### src/rtl/mult_share_arbiter_if.sv
// Bus bundle between two multiply clients, the shared multiplier and the
// arbiter that multiplexes them.
//   slave  : arbiter view (requests, operands, multiplier product in; grants,
//            dones, product, busy and multiplier load/operands out)
//   master : environment view (clients plus the external multiplier)
interface mult_share_arbiter_if #(
  parameter int unsigned WIDTH = 6
);
  localparam int unsigned PROD_W = 2 * WIDTH;

  // Requester 0
  logic              req0;
  logic [WIDTH-1:0]  a0;
  logic [WIDTH-1:0]  b0;
  logic              gnt0;
  logic              done0;

  // Requester 1
  logic              req1;
  logic [WIDTH-1:0]  a1;
  logic [WIDTH-1:0]  b1;
  logic              gnt1;
  logic              done1;

  // Shared result and status
  logic [PROD_W-1:0] product;
  logic              busy;

  // Multiplier side
  logic              mult_load;
  logic [WIDTH-1:0]  mult_a;
  logic [WIDTH-1:0]  mult_b;
  logic [PROD_W-1:0] mult_product;

  modport slave (
    input  req0, a0, b0, req1, a1, b1, mult_product,
    output gnt0, gnt1, done0, done1, product, busy, mult_load, mult_a, mult_b
  );

  modport master (
    output req0, a0, b0, req1, a1, b1, mult_product,
    input  gnt0, gnt1, done0, done1, product, busy, mult_load, mult_a, mult_b
  );
endinterface

### src/rtl/mult_share_arbiter.sv
// Round-robin controller sharing one external sequential multiplier between
// two requesters. Captures the winner's operands, strobes the multiplier
// load, waits out the fixed multiplier latency, then returns the product
// with a one-cycle done pulse to the owning requester.
// Ports:
//   clk  - system clock, rising edge
//   rst  - asynchronous active-high reset
//   bus  - slave side of mult_share_arbiter_if (requests/operands in,
//          grant/done pulses, product, busy, multiplier load/operands out)
module mult_share_arbiter #(
  parameter int unsigned WIDTH    = 6,
  parameter int unsigned MULT_LAT = 6
) (
  input  logic                  clk,
  input  logic                  rst,
  mult_share_arbiter_if.slave   bus
);

  localparam int unsigned PROD_W = 2 * WIDTH;
  localparam int unsigned CNT_W  = (MULT_LAT > 1) ? $clog2(MULT_LAT) : 1;

  typedef enum logic [1:0] {
    IDLE = 2'd0,
    LOAD = 2'd1,
    RUN  = 2'd2,
    DONE = 2'd3
  } state_e;

  state_e             state_q, state_d;
  logic [CNT_W-1:0]   cnt_q, cnt_d;
  logic               owner_q, owner_d;
  logic               last_q, last_d;
  logic               gnt0_q, gnt0_d;
  logic               gnt1_q, gnt1_d;
  logic               done0_q, done0_d;
  logic               done1_q, done1_d;
  logic [PROD_W-1:0]  product_q, product_d;
  logic               busy_q, busy_d;
  logic               mult_load_q, mult_load_d;
  logic [WIDTH-1:0]   mult_a_q, mult_a_d;
  logic [WIDTH-1:0]   mult_b_q, mult_b_d;
  logic               win1;

  // State and output registers
  always_ff @(posedge clk or posedge rst) begin
    if (rst) begin
      state_q     <= IDLE;
      cnt_q       <= '0;
      owner_q     <= 1'b0;
      last_q      <= 1'b1;
      gnt0_q      <= 1'b0;
      gnt1_q      <= 1'b0;
      done0_q     <= 1'b0;
      done1_q     <= 1'b0;
      product_q   <= '0;
      busy_q      <= 1'b0;
      mult_load_q <= 1'b0;
      mult_a_q    <= '0;
      mult_b_q    <= '0;
    end else begin
      state_q     <= state_d;
      cnt_q       <= cnt_d;
      owner_q     <= owner_d;
      last_q      <= last_d;
      gnt0_q      <= gnt0_d;
      gnt1_q      <= gnt1_d;
      done0_q     <= done0_d;
      done1_q     <= done1_d;
      product_q   <= product_d;
      busy_q      <= busy_d;
      mult_load_q <= mult_load_d;
      mult_a_q    <= mult_a_d;
      mult_b_q    <= mult_b_d;
    end
  end

  // Requester 1 wins if alone, or on a tie when requester 0 was served last
  assign win1 = bus.req1 && (!bus.req0 || !last_q);

  // Next-state and next-output logic
  always_comb begin
    state_d     = state_q;
    cnt_d       = cnt_q;
    owner_d     = owner_q;
    last_d      = last_q;
    gnt0_d      = 1'b0;
    gnt1_d      = 1'b0;
    done0_d     = 1'b0;
    done1_d     = 1'b0;
    product_d   = product_q;
    mult_load_d = 1'b0;
    mult_a_d    = mult_a_q;
    mult_b_d    = mult_b_q;

    unique case (state_q)
      IDLE: begin
        if (bus.req0 || bus.req1) begin
          owner_d     = win1;
          mult_a_d    = win1 ? bus.a1 : bus.a0;
          mult_b_d    = win1 ? bus.b1 : bus.b0;
          gnt0_d      = !win1;
          gnt1_d      = win1;
          mult_load_d = 1'b1;
          state_d     = LOAD;
        end
      end
      LOAD: begin
        cnt_d   = '0;
        state_d = RUN;
      end
      RUN: begin
        cnt_d = cnt_q + CNT_W'(1);
        if (cnt_q == CNT_W'(MULT_LAT - 1)) begin
          product_d = bus.mult_product;
          done0_d   = !owner_q;
          done1_d   = owner_q;
          last_d    = owner_q;
          state_d   = DONE;
        end
      end
      DONE: begin
        state_d = IDLE;
      end
      default: begin
        state_d = IDLE;
      end
    endcase

    // Busy mirrors the registered state so it stays aligned with it
    busy_d = (state_d != IDLE);
  end

  assign bus.gnt0      = gnt0_q;
  assign bus.gnt1      = gnt1_q;
  assign bus.done0     = done0_q;
  assign bus.done1     = done1_q;
  assign bus.product   = product_q;
  assign bus.busy      = busy_q;
  assign bus.mult_load = mult_load_q;
  assign bus.mult_a    = mult_a_q;
  assign bus.mult_b    = mult_b_q;

endmodule
### src/flat_wrapper.sv
// flat-port wrapper written by rule: the top's interface ports become plain ports
module mult_share_arbiter_flat 
#(
  parameter int unsigned WIDTH    = 6,
  parameter int unsigned MULT_LAT = 6
)
  (clk, rst, bus_req0, bus_a0, bus_b0, bus_req1, bus_a1, bus_b1, bus_mult_product, bus_gnt0, bus_gnt1, bus_done0, bus_done1, bus_product, bus_busy, bus_mult_load, bus_mult_a, bus_mult_b);
  mult_share_arbiter_if #(.WIDTH(WIDTH)) bus_i ();
  input  logic clk;
  input  logic rst;
  input wire logic [$bits(bus_i.req0)-1:0] bus_req0;
  input wire logic [$bits(bus_i.a0)-1:0] bus_a0;
  input wire logic [$bits(bus_i.b0)-1:0] bus_b0;
  input wire logic [$bits(bus_i.req1)-1:0] bus_req1;
  input wire logic [$bits(bus_i.a1)-1:0] bus_a1;
  input wire logic [$bits(bus_i.b1)-1:0] bus_b1;
  input wire logic [$bits(bus_i.mult_product)-1:0] bus_mult_product;
  output wire logic [$bits(bus_i.gnt0)-1:0] bus_gnt0;
  output wire logic [$bits(bus_i.gnt1)-1:0] bus_gnt1;
  output wire logic [$bits(bus_i.done0)-1:0] bus_done0;
  output wire logic [$bits(bus_i.done1)-1:0] bus_done1;
  output wire logic [$bits(bus_i.product)-1:0] bus_product;
  output wire logic [$bits(bus_i.busy)-1:0] bus_busy;
  output wire logic [$bits(bus_i.mult_load)-1:0] bus_mult_load;
  output wire logic [$bits(bus_i.mult_a)-1:0] bus_mult_a;
  output wire logic [$bits(bus_i.mult_b)-1:0] bus_mult_b;
  assign bus_i.req0 = bus_req0;
  assign bus_i.a0 = bus_a0;
  assign bus_i.b0 = bus_b0;
  assign bus_i.req1 = bus_req1;
  assign bus_i.a1 = bus_a1;
  assign bus_i.b1 = bus_b1;
  assign bus_i.mult_product = bus_mult_product;
  assign bus_gnt0 = bus_i.gnt0;
  assign bus_gnt1 = bus_i.gnt1;
  assign bus_done0 = bus_i.done0;
  assign bus_done1 = bus_i.done1;
  assign bus_product = bus_i.product;
  assign bus_busy = bus_i.busy;
  assign bus_mult_load = bus_i.mult_load;
  assign bus_mult_a = bus_i.mult_a;
  assign bus_mult_b = bus_i.mult_b;
  mult_share_arbiter #(.WIDTH(WIDTH), .MULT_LAT(MULT_LAT)) u_core (.clk(clk), .rst(rst), .bus(bus_i));
endmodule
### config.mk
export PLATFORM = sky130hd
export DESIGN_NAME = mult_share_arbiter_flat
export DESIGN_NICKNAME = d
export VERILOG_FILES = /design/src/rtl/mult_share_arbiter_if.sv /design/src/rtl/mult_share_arbiter.sv /design/src/flat_wrapper.sv
export SDC_FILE = /design/constraint.sdc
export NUM_CORES = 1
export LEC_CHECK = 0
export ABC_AREA = 1
export BUFFER_PORTS_ARGS = -buffer_cell sky130_fd_sc_hd__buf_2
export CAP_MARGIN = 30
export CORE_ASPECT_RATIO = 1.2
export CORE_MARGIN = 10
export CORE_UTILIZATION = 40
export DETAILED_ROUTE_END_ITERATION = 6
export PLACE_DENSITY_LB_ADDON = 0.12
export SYNTH_ARGS = -nofsm -noshare
export SYNTH_HDL_FRONTEND = slang
export SYNTH_SLANG_ARGS = --single-unit
### constraint.sdc
create_clock -name clk -period 1.35 [get_ports clk]
set_input_delay 0 -clock clk [delete_from_list [all_inputs] [get_ports clk]]
set_output_delay 0 -clock clk [all_outputs]
set_load 0.02 [all_outputs]
# Word level (Yosys, flattened, before mapping)

Index checks and enable logic that the tools add are counted.

Input bits: 40
Memory bits (read-only): 0
Flip-flop bits (word level): 37
Output and inout port bits: 30
Memories: 0
Latch bits: 0
Word-level logic and storage cells: 46
RAM bits: 0

Reduce and logical (&&, ||, !) cells: 12
Order comparisons: 0
Shifts and indexed selects: 0
Mux-type cells: 16
Bitwise gates (word level): 0
Equality and inequality tests: 4
Multiply operators: 0
Add/sub/neg operators: 1
Divide/modulo/power cells: 0

Operator list:

| operator                                            | number |
|---|---|
| two-way mux 6 bit                                   | 2 |
| two-way mux 1 bit                                   | 10 |
| case mux 2 bit (4 select lines)                     | 1 |
| case mux 3 bit (2 select lines)                     | 1 |
| equality test 2 bit, second input constant          | 2 |
| logical NOT 1 bit                                   | 4 |
| two-way mux 2 bit                                   | 2 |
| AND reduction 2 bit                                 | 2 |
| nonzero test 2 bit                                  | 2 |
| adder 3 x 1 -> 3 bit, second input constant         | 1 |
| equality test 3 bit, second input constant          | 1 |
| equality test 2 x 1 -> 1 bit, second input constant | 1 |
| logical NOT 2 bit                                   | 1 |
| logical OR 1 bit                                    | 2 |
| logical AND 1 bit                                   | 1 |

# Logic depth before layout (Yosys ltp)

Gate-level depths: netlist of the first run.

Depth in word-level cells: 6
Gate-level depth with buffers: 7
Gate-level depth less buffers: 6

# Worst setup path after synthesis of the first run

No wires, ideal clock.

Path type: register to register
From: reg u_core.state_q[0]
To: reg u_core.product_q[2] (netlist: u_core.bus.product[2])
Path slack: 0.107 ns
Buffers on the path: 1
Period minus slack after synthesis: 1.243 ns
Library setup time: 0.126 ns
Cell stages (with the launch flop): 7
Data required time: 1.224 ns
Arrival time: 1.117 ns
Path through: dfrtp_1 > inv_1 > ha_1 > nand3_2 > buf_2 > nand2_1 > o21ai_0

Word-level cells in the longest chain between the ends: 2

RTL lines:

| element                       | line                     | source |
|---|---|---|
| start, declared               | mult_share_arbiter.sv:29 | `state_e state_q, state_d;` |
| start signal, assigned        | mult_share_arbiter.sv:61 | `state_q <= state_d;` |
| equality test 2 bit           | mult_share_arbiter.sv:95 | `unique case (state_q)` |
| AND reduction 2 bit (no line) | -                        |  |
| end signal, assigned          | mult_share_arbiter.sv:69 | `product_q <= product_d;` |
| end, declared                 | mult_share_arbiter.sv:37 | `logic [PROD_W-1:0] product_q, product_d;` |

Every way passes these cells.
A chain may end at the register's enable or synchronous reset.

# Worst setup path after layout of the first run

From: reg u_core.state_q[0]
To: reg u_core.mult_a_q[4] (netlist: u_core.bus.mult_a[4])

Word-level cells in the longest chain between the ends: 2

RTL lines:

| element                       | line                     | source |
|---|---|---|
| logical NOT 2 bit             | mult_share_arbiter.sv:95 |  |
| AND reduction 2 bit (no line) | -                        |  |
| end signal, assigned          | mult_share_arbiter.sv:72 | `mult_a_q <= mult_a_d;` |
| end, declared                 | mult_share_arbiter.sv:40 | `logic [WIDTH-1:0] mult_a_q, mult_a_d;` |

Every way passes these cells.

==> impl_metrics.sql, run 1 <==
INSERT INTO impl_metrics (metric_group, metric, value, unit) VALUES
('worst_setup_path', 'worst-endpoint-arrival', '1.45', 'ns'),
('worst_setup_path', 'cp_data_required_time', '1.57', 'ns'),
('finish', 'synthToLayoutAreaGrowth', '45.0', '%'),
('worst_setup_path', 'cp_common_cell', 'nand3_1', ''),
('worst_setup_path', 'path_delay_family', 'flip-flops', ''),
('yosys', 'synth-main-ff-cell', 'dfrtp_1', ''),
('yosys', 'synth_xor_area_share', '0.526', '%'),
('clocking', 'tritoncts.num_buffers', '5', ''),
('flow_run', 'max-cap-violations', '0', ''),
('worst_setup_path', 'slowest_delay', '0.37', 'ns'),
('die', 'floorplan.die.height', '90.7', 'um'),
('clocking', 'cts.root.buffer_cell', 'clkbuf_8', ''),
('routing', 'drtPass1Iterations', '4', ''),
('die', 'start_util', '42.0', '%'),
('worst_setup_path', 'crit_path_start_kind', 'register', ''),
('finish', 'fin_cells', '338', ''),
('grt', 'first_pass_grt_wire_length', '7540', 'um'),
('sta', 'post-route-worst-setup-slack', '0.122', 'ns'),
('sta', 'timing.slew.headroom', '69.2', '%'),
('sta', 'max_freq', '815', 'MHz'),
('grt', 'grt_pass1_vias', '1635', ''),
('routing', 'drt-total-wl', '4320', 'um'),
('clocking', 'clkSlewWorstSetupHoldPaths', '0.07', 'ns'),
('finish', 'post_route_cells_drive_above_1_share', '32.4', '%'),
('grt', 'grtUsageTotal', '12.9', '%'),
('worst_setup_path', 'critical_path.endpoint_type', 'register', ''),
('die', 'core_area', '0.00397', 'mm2'),
('sta', 'fin_skew', '0.00558', 'ns'),
('yosys', 'synth_area_per_cell', '8.96', 'um2'),
('placed_design', 'dpl.hpwl', '3080', 'um'),
('hold_path', 'min_path_type', 'input port to register', ''),
('pwr', 'max-vdd-ir-drop', '0.000898', 'V'),
('routing', 'route.detailed.wl_per_inst', '12.8', 'um'),
('yosys', 'synth_commonest_cells', '51 x nand2_1, 36 x dfrtp_1, 28 x inv_1, 16 x nand3_1, 10 x o21ai_0', ''),
('clocking', 'clkSinkCount', '37', ''),
('sta', 'finalSetupViolCount', '0', ''),
('finish', 'insertedDiodeCount', '0', ''),
('yosys', 'synth_async_sr_flop_share', '100', '%'),
('clocking', 'clk-insertion-delay-late', '0.28', 'ns'),
('pwr', 'cellLeakagePower', '1.36', 'nW'),
('placed_design', 'gp_congestion', '0.702', ''),
('pwr', 'power_density', '2030', 'mW/mm2'),
('yosys', 'fraction_of_synthesized_area_in_multiplexers', '0', '%'),
('yosys', 'synthCells', '186', ''),
('clocking', 'ctsHtreeMaxLevel', '2', ''),
('yosys', 'synth_top_area_cells', 'dfrtp_1 54%, nand2_1 11%, inv_1 6.3%, nand3_1 4.8%, nand3b_1 3.6%', ''),
('yosys', 'synth_compound_area_share', '5.63', '%'),
('worst_setup_path', 'critical_path.cell_chain', 'inv_1 > ha_1 > inv_2 > nor2_4 > buf_12 > nand3_1 > nand3_1', ''),
('sta', 'hold_violations_final', '0', ''),
('yosys', 'synth.largest_area_cell', 'dfrtp_1', ''),
('worst_setup_path', 'cp_slowest_cell', 'dfrtp_1', ''),
('worst_setup_path', 'crit_path_max_fanout', '14', ''),
('status', 'status', 'finished, final reports clean', ''),
('die', 'ios', '70', ''),
('yosys', 'ys_seq_elements', '37', ''),
('yosys', 'synth-seq-area-share', '55.6', '%'),
('routing', 'drt_iter0_markers', '57', ''),
('yosys', 'post_synth_num_cell_types', '21', ''),
('sta', 'min_period_over_period', '90.9', '%'),
('yosys', 'synth_simple_gate_area_share', '25.2', '%'),
('yosys', 'proportion_of_netlist_area_held_by_the_largest_area_contributor', '54.1', '%'),
('yosys', 'yosys.area_share.adder', '3.00', '%'),
('yosys', 'synthesis.area', '0.00167', 'mm2'),
('placed_design', 'dp_worst_setup_slack', '-0.00311', 'ns'),
('clocking', 'cts_tree', 'built', ''),
('yosys', 'yosys_warns', '0', ''),
('routing', 'post-route-drc-count', '0', ''),
('yosys', 'postSynthNetCount', '230', ''),
('clocking', 'ctsLongestPathBuffers', '2', ''),
('sta', 'timing_worst_slew_pin_value', '0.462', 'ns'),
('worst_setup_path', 'worst-path-buf-inv', '3', '');
flip-flops by register name, summed over array words and instances (netlist names):
register / count
u_core.last_q: 1
u_core.bus.busy: 1
u_core.bus.done0: 1
u_core.state_q: 2
u_core.bus.mult_b: 6
u_core.bus.mult_a: 6
u_core.bus.product: 12
u_core.cnt_q: 3
u_core.owner_q: 1
u_core.bus.gnt1: 1
u_core.bus.mult_load: 1
u_core.bus.done1: 1
u_core.bus.gnt0: 1
layer usage:
metal | track usage (%) | share of wire, % | wire [um]
met5 | 0 | 0 | 0
met4 | 4.04 | 1.3 | 54
met3 | 7.87 | 12 | 535
met2 | 20.5 | 44 | 1910
met1 | 13.9 | 42 | 1820
worst register-to-register path, delay by kind of cell, from the launching register on:
family	cells	cell delay (ns)
fa+ha+maj	1	0.24
buf+inv	3	0.32
flops	1	0.37
simple gates	3	0.24
through the flow:
stage / total power [W] / area [um2] / TNS, ns
after floorplan: 0.00332 / 1670 / 0
after global placement: 0.00407 / 2090 / 0
after detailed placement: 0.00410 / 2090 / -0.00311
after CTS: 0.00500 / 2410 / 0
after global routing: 0.00537 / 2420 / -0.00166
final: 0.00491 / 2420 / 0
cell usage in the layout, fill, tap and decap left out, drive strengths merged:
master,netlist,routed
nor2,7,7
o22ai,1,1
a21oi,1,1
o21bai,1,1
dfstp,1,1
nand4,4,4
nand2,51,51
dfrtp,36,36
buf,8,78
clkbuf,0,6
o21ai,15,15
inv,29,29
nand3b,8,8
ha,4,4
clkinvlp,0,1
nand3,19,19
dlygate4sd3,0,21
xor2,1,1
area by class of cell:
class / instances / area (um2) / area share, %
tap: 54 / 67.6 / 2.80
inverter: 29 / 109 / 4.50
clock buffer: 6 / 82.6 / 3.42
clock inverter: 1 / 7.51 / 0.311
multi-input combinational: 112 / 576 / 23.8
timing repair buffer: 99 / 648 / 26.8
sequential: 37 / 927 / 38.4
kinds of logic (layout without fill, tap and decap cells):
| kind of cell | count (synthesis) | after routing |
|---|---|---|
| buffers and inverters | 37 | 135 |
| xor gates and xnor gates | 1 | 1 |
| DFF | 37 | 37 |
| and+or+nand+nor | 89 | 89 |
| adders and majority gates | 4 | 4 |
| AOI/OAI and AO/OA | 18 | 18 |
path summary, 6_finish.rpt:
kind	start	endpoint	slack, ns	cells past startpoint
hold reg to reg	u_core.owner_q	u_core.bus.done0	0.43	1
hold / removal	bus_b0[0]	u_core.bus.mult_b[0]	0.009	5
max in group asynchronous	rst	u_core.last_q	0.64	4
setup reg to reg	u_core.state_q[0]	u_core.bus.mult_a[4]	0.12	7
min in group asynchronous	rst	u_core.owner_q	0.36	4
setup / recovery	u_core.state_q[0]	u_core.bus.mult_a[4]	0.12	7
report_power, final:
part	switching, W	leakage (nW)	internal [W]
clock network	0.000370	0.0433	0.000403
logic	0.00141	0.860	0.000868
registers	0.000241	0.454	0.00162
repair_timing:
item                                   in CTS  in global routing
pin swaps                                   1                  0
buffers inserted                            1                  0
endpoints found under the hold margin      52                  0
hold buffers                               21                  0
setup endpoints to repair                  10                 13
gates resized for setup                     0                  1
No activity file was read; power rests on OpenSTA's default activity.
==> inputs of run 2 (changes only) <==
- RECOVER_POWER: unset -> 25
==> run 2 against run 1 <==
Net effect:
- non-clock buffer count stayed put
- critical path depth stayed put
- cell count unchanged
- critical path type unchanged
- critical endpoint unchanged
- largest cell class unchanged
==> impl_metrics.sql, run 2 (same netlist as run 1, synthesis figures left out) <==
INSERT INTO impl_metrics (metric_group, metric, value, unit) VALUES
('worst_setup_path', 'worst-endpoint-arrival', '1.45', 'ns'),
('worst_setup_path', 'timing_worst_setup_path_type', 'register to register', ''),
('worst_setup_path', 'crit_path_start_kind', 'register', ''),
('finish', 'layout.cells.most_common_list', '69 x buf_2, 50 x nand2_1, 36 x dfrtp_1', ''),
('grt', 'grt_antenna_before_repair', '0', ''),
('sta', 'final.hold.worst_slack', '0.00904', 'ns'),
('routing', 'top_signal_layer_used', 'met4', ''),
('status', 'status', 'finished, final reports clean', ''),
('finish', 'final_design_area_no_fill', '0.00241', 'mm2'),
('routing', 'drtPass1Iterations', '4', ''),
('routing', 'route.vias.total', '1523', ''),
('pwr', 'power_frac_seq', '37.8', '%'),
('finish', 'final_common_cell', 'buf_2', ''),
('grt', 'grtUsageTotal', '12.9', '%'),
('routing', 'drt-total-wl', '4320', 'um'),
('clocking', 'cts.root.buffer_cell', 'clkbuf_8', ''),
('placed_design', 'placement.cell_area', '0.00209', 'mm2'),
('pwr', 'power_density', '2030', 'mW/mm2'),
('sta', 'hold_violations_final', '0', ''),
('routing', 'met1_length', '1820', 'um'),
('worst_setup_path', 'cp_data_required_time', '1.57', 'ns'),
('sta', 'timing_worst_slew_pin_value', '0.906', 'ns'),
('pwr', 'psw', '0.00202', 'W'),
('pwr', 'comb_power_share', '46.4', '%'),
('placed_design', 'io_buffers', '69', ''),
('worst_setup_path', 'cp_common_cell', 'nand3_1', ''),
('die', 'ios', '70', ''),
('routing', 'final_antenna_net_count', '0', ''),
('worst_setup_path', 'slowest_delay', '0.37', 'ns'),
('finish', 'nets', '328', ''),
('worst_setup_path', 'ff2ff_path_depth', '7', ''),
('routing', 'wl_met2', '1910', 'um'),
('grt', 'first_pass_grt_wire_length', '7540', 'um'),
('sta', 'fin_skew', '0.00558', 'ns'),
('pwr', 'switching_share_of_power', '41.2', '%'),
('grt', 'pin_count_of_the_biggest_net_entering_global_routing', '38', ''),
('sta', 'max_freq', '815', 'MHz'),
('placed_design', 'gp_congestion', '0.702', ''),
('die', 'core_area', '0.00397', 'mm2'),
('clocking', 'clk-insertion-delay-late', '0.28', 'ns'),
('sta', 'timing.slew.headroom', '39.6', '%'),
('routing', 'post-route-drc-count', '0', ''),
('clocking', 'tritoncts.num_buffers', '5', ''),
('clocking', 'clkSlewWorstSetupHoldPaths', '0.07', 'ns'),
('die', 'fp-row-count', '25', ''),
('pwr', 'max-vdd-ir-drop', '0.000898', 'V'),
('hold_path', 'timing.hold.worst_path_depth', '5', ''),
('sta', 'final.setup.tns', '0', 'ns'),
('routing', 'routed_met3_length', '535', 'um'),
('worst_setup_path', 'setup.reg_to_reg.worst_slack', '0.12', 'ns'),
('sta', 'report.final.slew_viol_count', '0', ''),
('worst_setup_path', 'critical_path.endpoint_type', 'register', ''),
('clocking', 'ctsHtreeMaxLevel', '2', ''),
('hold_path', 'min_path_type', 'input port to register', ''),
('flow_run', 'max-cap-violations', '0', ''),
('clocking', 'clkSinkCount', '37', ''),
('worst_setup_path', 'cp_slowest_cell', 'dfrtp_1', ''),
('die', 'start_util', '42.0', '%'),
('finish', 'insertedDiodeCount', '0', ''),
('placed_design', 'dpl.hpwl', '3080', 'um'),
('worst_setup_path', 'crit_path_max_fanout', '14', ''),
('clocking', 'ctsLongestPathBuffers', '2', ''),
('grt', 'grt_pass1_vias', '1635', ''),
('routing', 'drt_iter0_markers', '57', ''),
('die', 'floorplan.die.height', '90.7', 'um'),
('sta', 'final.min_clock_period', '1.23', 'ns'),
('pwr', 'power.clock.fraction', '15.8', '%'),
('pwr', 'intPower', '0.00289', 'W'),
('finish', 'largest_reg_flops', '12', ''),
('finish', 'synthToLayoutAreaGrowth', '44.9', '%'),
('die', 'floorplan.die.width', '78.9', 'um'),
('routing', 'vias_per_cell', '4.51', ''),
('grt', 'grt.overflow.total', '0', ''),
('routing', 'route.detailed.wl_per_inst', '12.8', 'um'),
('clocking', 'cts_tree', 'built', ''),
('sta', 'min_period_over_period', '90.9', '%'),
('worst_setup_path', 'critical_path.cell_chain', 'inv_1 > ha_1 > inv_2 > nor2_4 > buf_12 > nand3_1 > nand3_1', ''),
('die', 'die_area', '0.00716', 'mm2'),
('pwr', 'cellLeakagePower', '1.36', 'nW'),
('finish', 'post_route_cells_drive_above_1_share', '32.4', '%'),
('sta', 'finalSetupViolCount', '0', '');
==> run 2: cell types whose count changed in the layout (fill, tap and decap cells not counted), sizes merged <==
cell / before / now
buf: 78 / 77
clkbuf: 6 / 7
==> run 2: final timing paths <==
check | end | startpoint
hold reg to reg | u_core.bus.done0 | u_core.owner_q
max in group asynchronous | u_core.bus.mult_b[1] | rst
setup / recovery | u_core.bus.mult_a[4] | u_core.state_q[0]
setup reg to reg | u_core.bus.mult_a[4] | u_core.state_q[0]
hold / removal | u_core.bus.mult_b[0] | bus_b0[0]
min in group asynchronous | u_core.owner_q | rst
==> run 2: per-layer routing <==
metal | up-vias | global-route usage, %
met5 | - | 0
met4 | 0 | 4.04
met3 | 6 | 7.87
met2 | 66 | 20.5
met1 | 677 | 13.9
li1 | 774 | -
==> run 2: final cells by class <==
type / count / area [um2]
repair buffers: 99 / 646
fillers: 376 / 1560
inverters: 29 / 109
multi-input cells: 112 / 576
clock buffers: 6 / 82.6
flip-flops and latches: 37 / 927
well taps: 54 / 67.6
clock inverters: 1 / 7.51
==> run 2: timing repair <==
| action | in CTS | in global routing |
|---|---|---|
| pin swaps | 1 | 0 |
| hold endpoints to repair | 52 | 0 |
| hold buffers | 21 | 0 |
| setup buffers | 1 | 0 |
| endpoints found under the setup margin | 10 | 13 |
| resized for setup | 0 | 1 |
==> run 2: power by group through the flow <==
stage	combinational [W]	sequential (W)	clock, W
finish	0.00228	0.00186	0.000773
global placement	0.00219	0.00188	0
CTS	0.00233	0.00186	0.000805
floorplan	0.000945	0.00238	0
detailed placement	0.00223	0.00187	0
global route	0.00258	0.00193	0.000864
==> run 2: critical path, delay by kind of cell (launching register included) <==
kind	cells	cell delay, ns
DFF	1	0.37
buffers and inverters	3	0.32
and+or+nand+nor	3	0.24
adders and majority gates	1	0.24
==> run 2: through the flow <==
step	worst slack [ns]	power, W	util (%)	cells
final	0.122	0.00491	60.8	338
after global routing	-0.00166	0.00537	60.8	338
after CTS	0.0152	0.00500	60.8	338
after detailed placement	-0.00311	0.00410	52.7	309
after global placement	0.0470	0.00407	52.7	309
after floorplan	0.107	0.00332	-	186
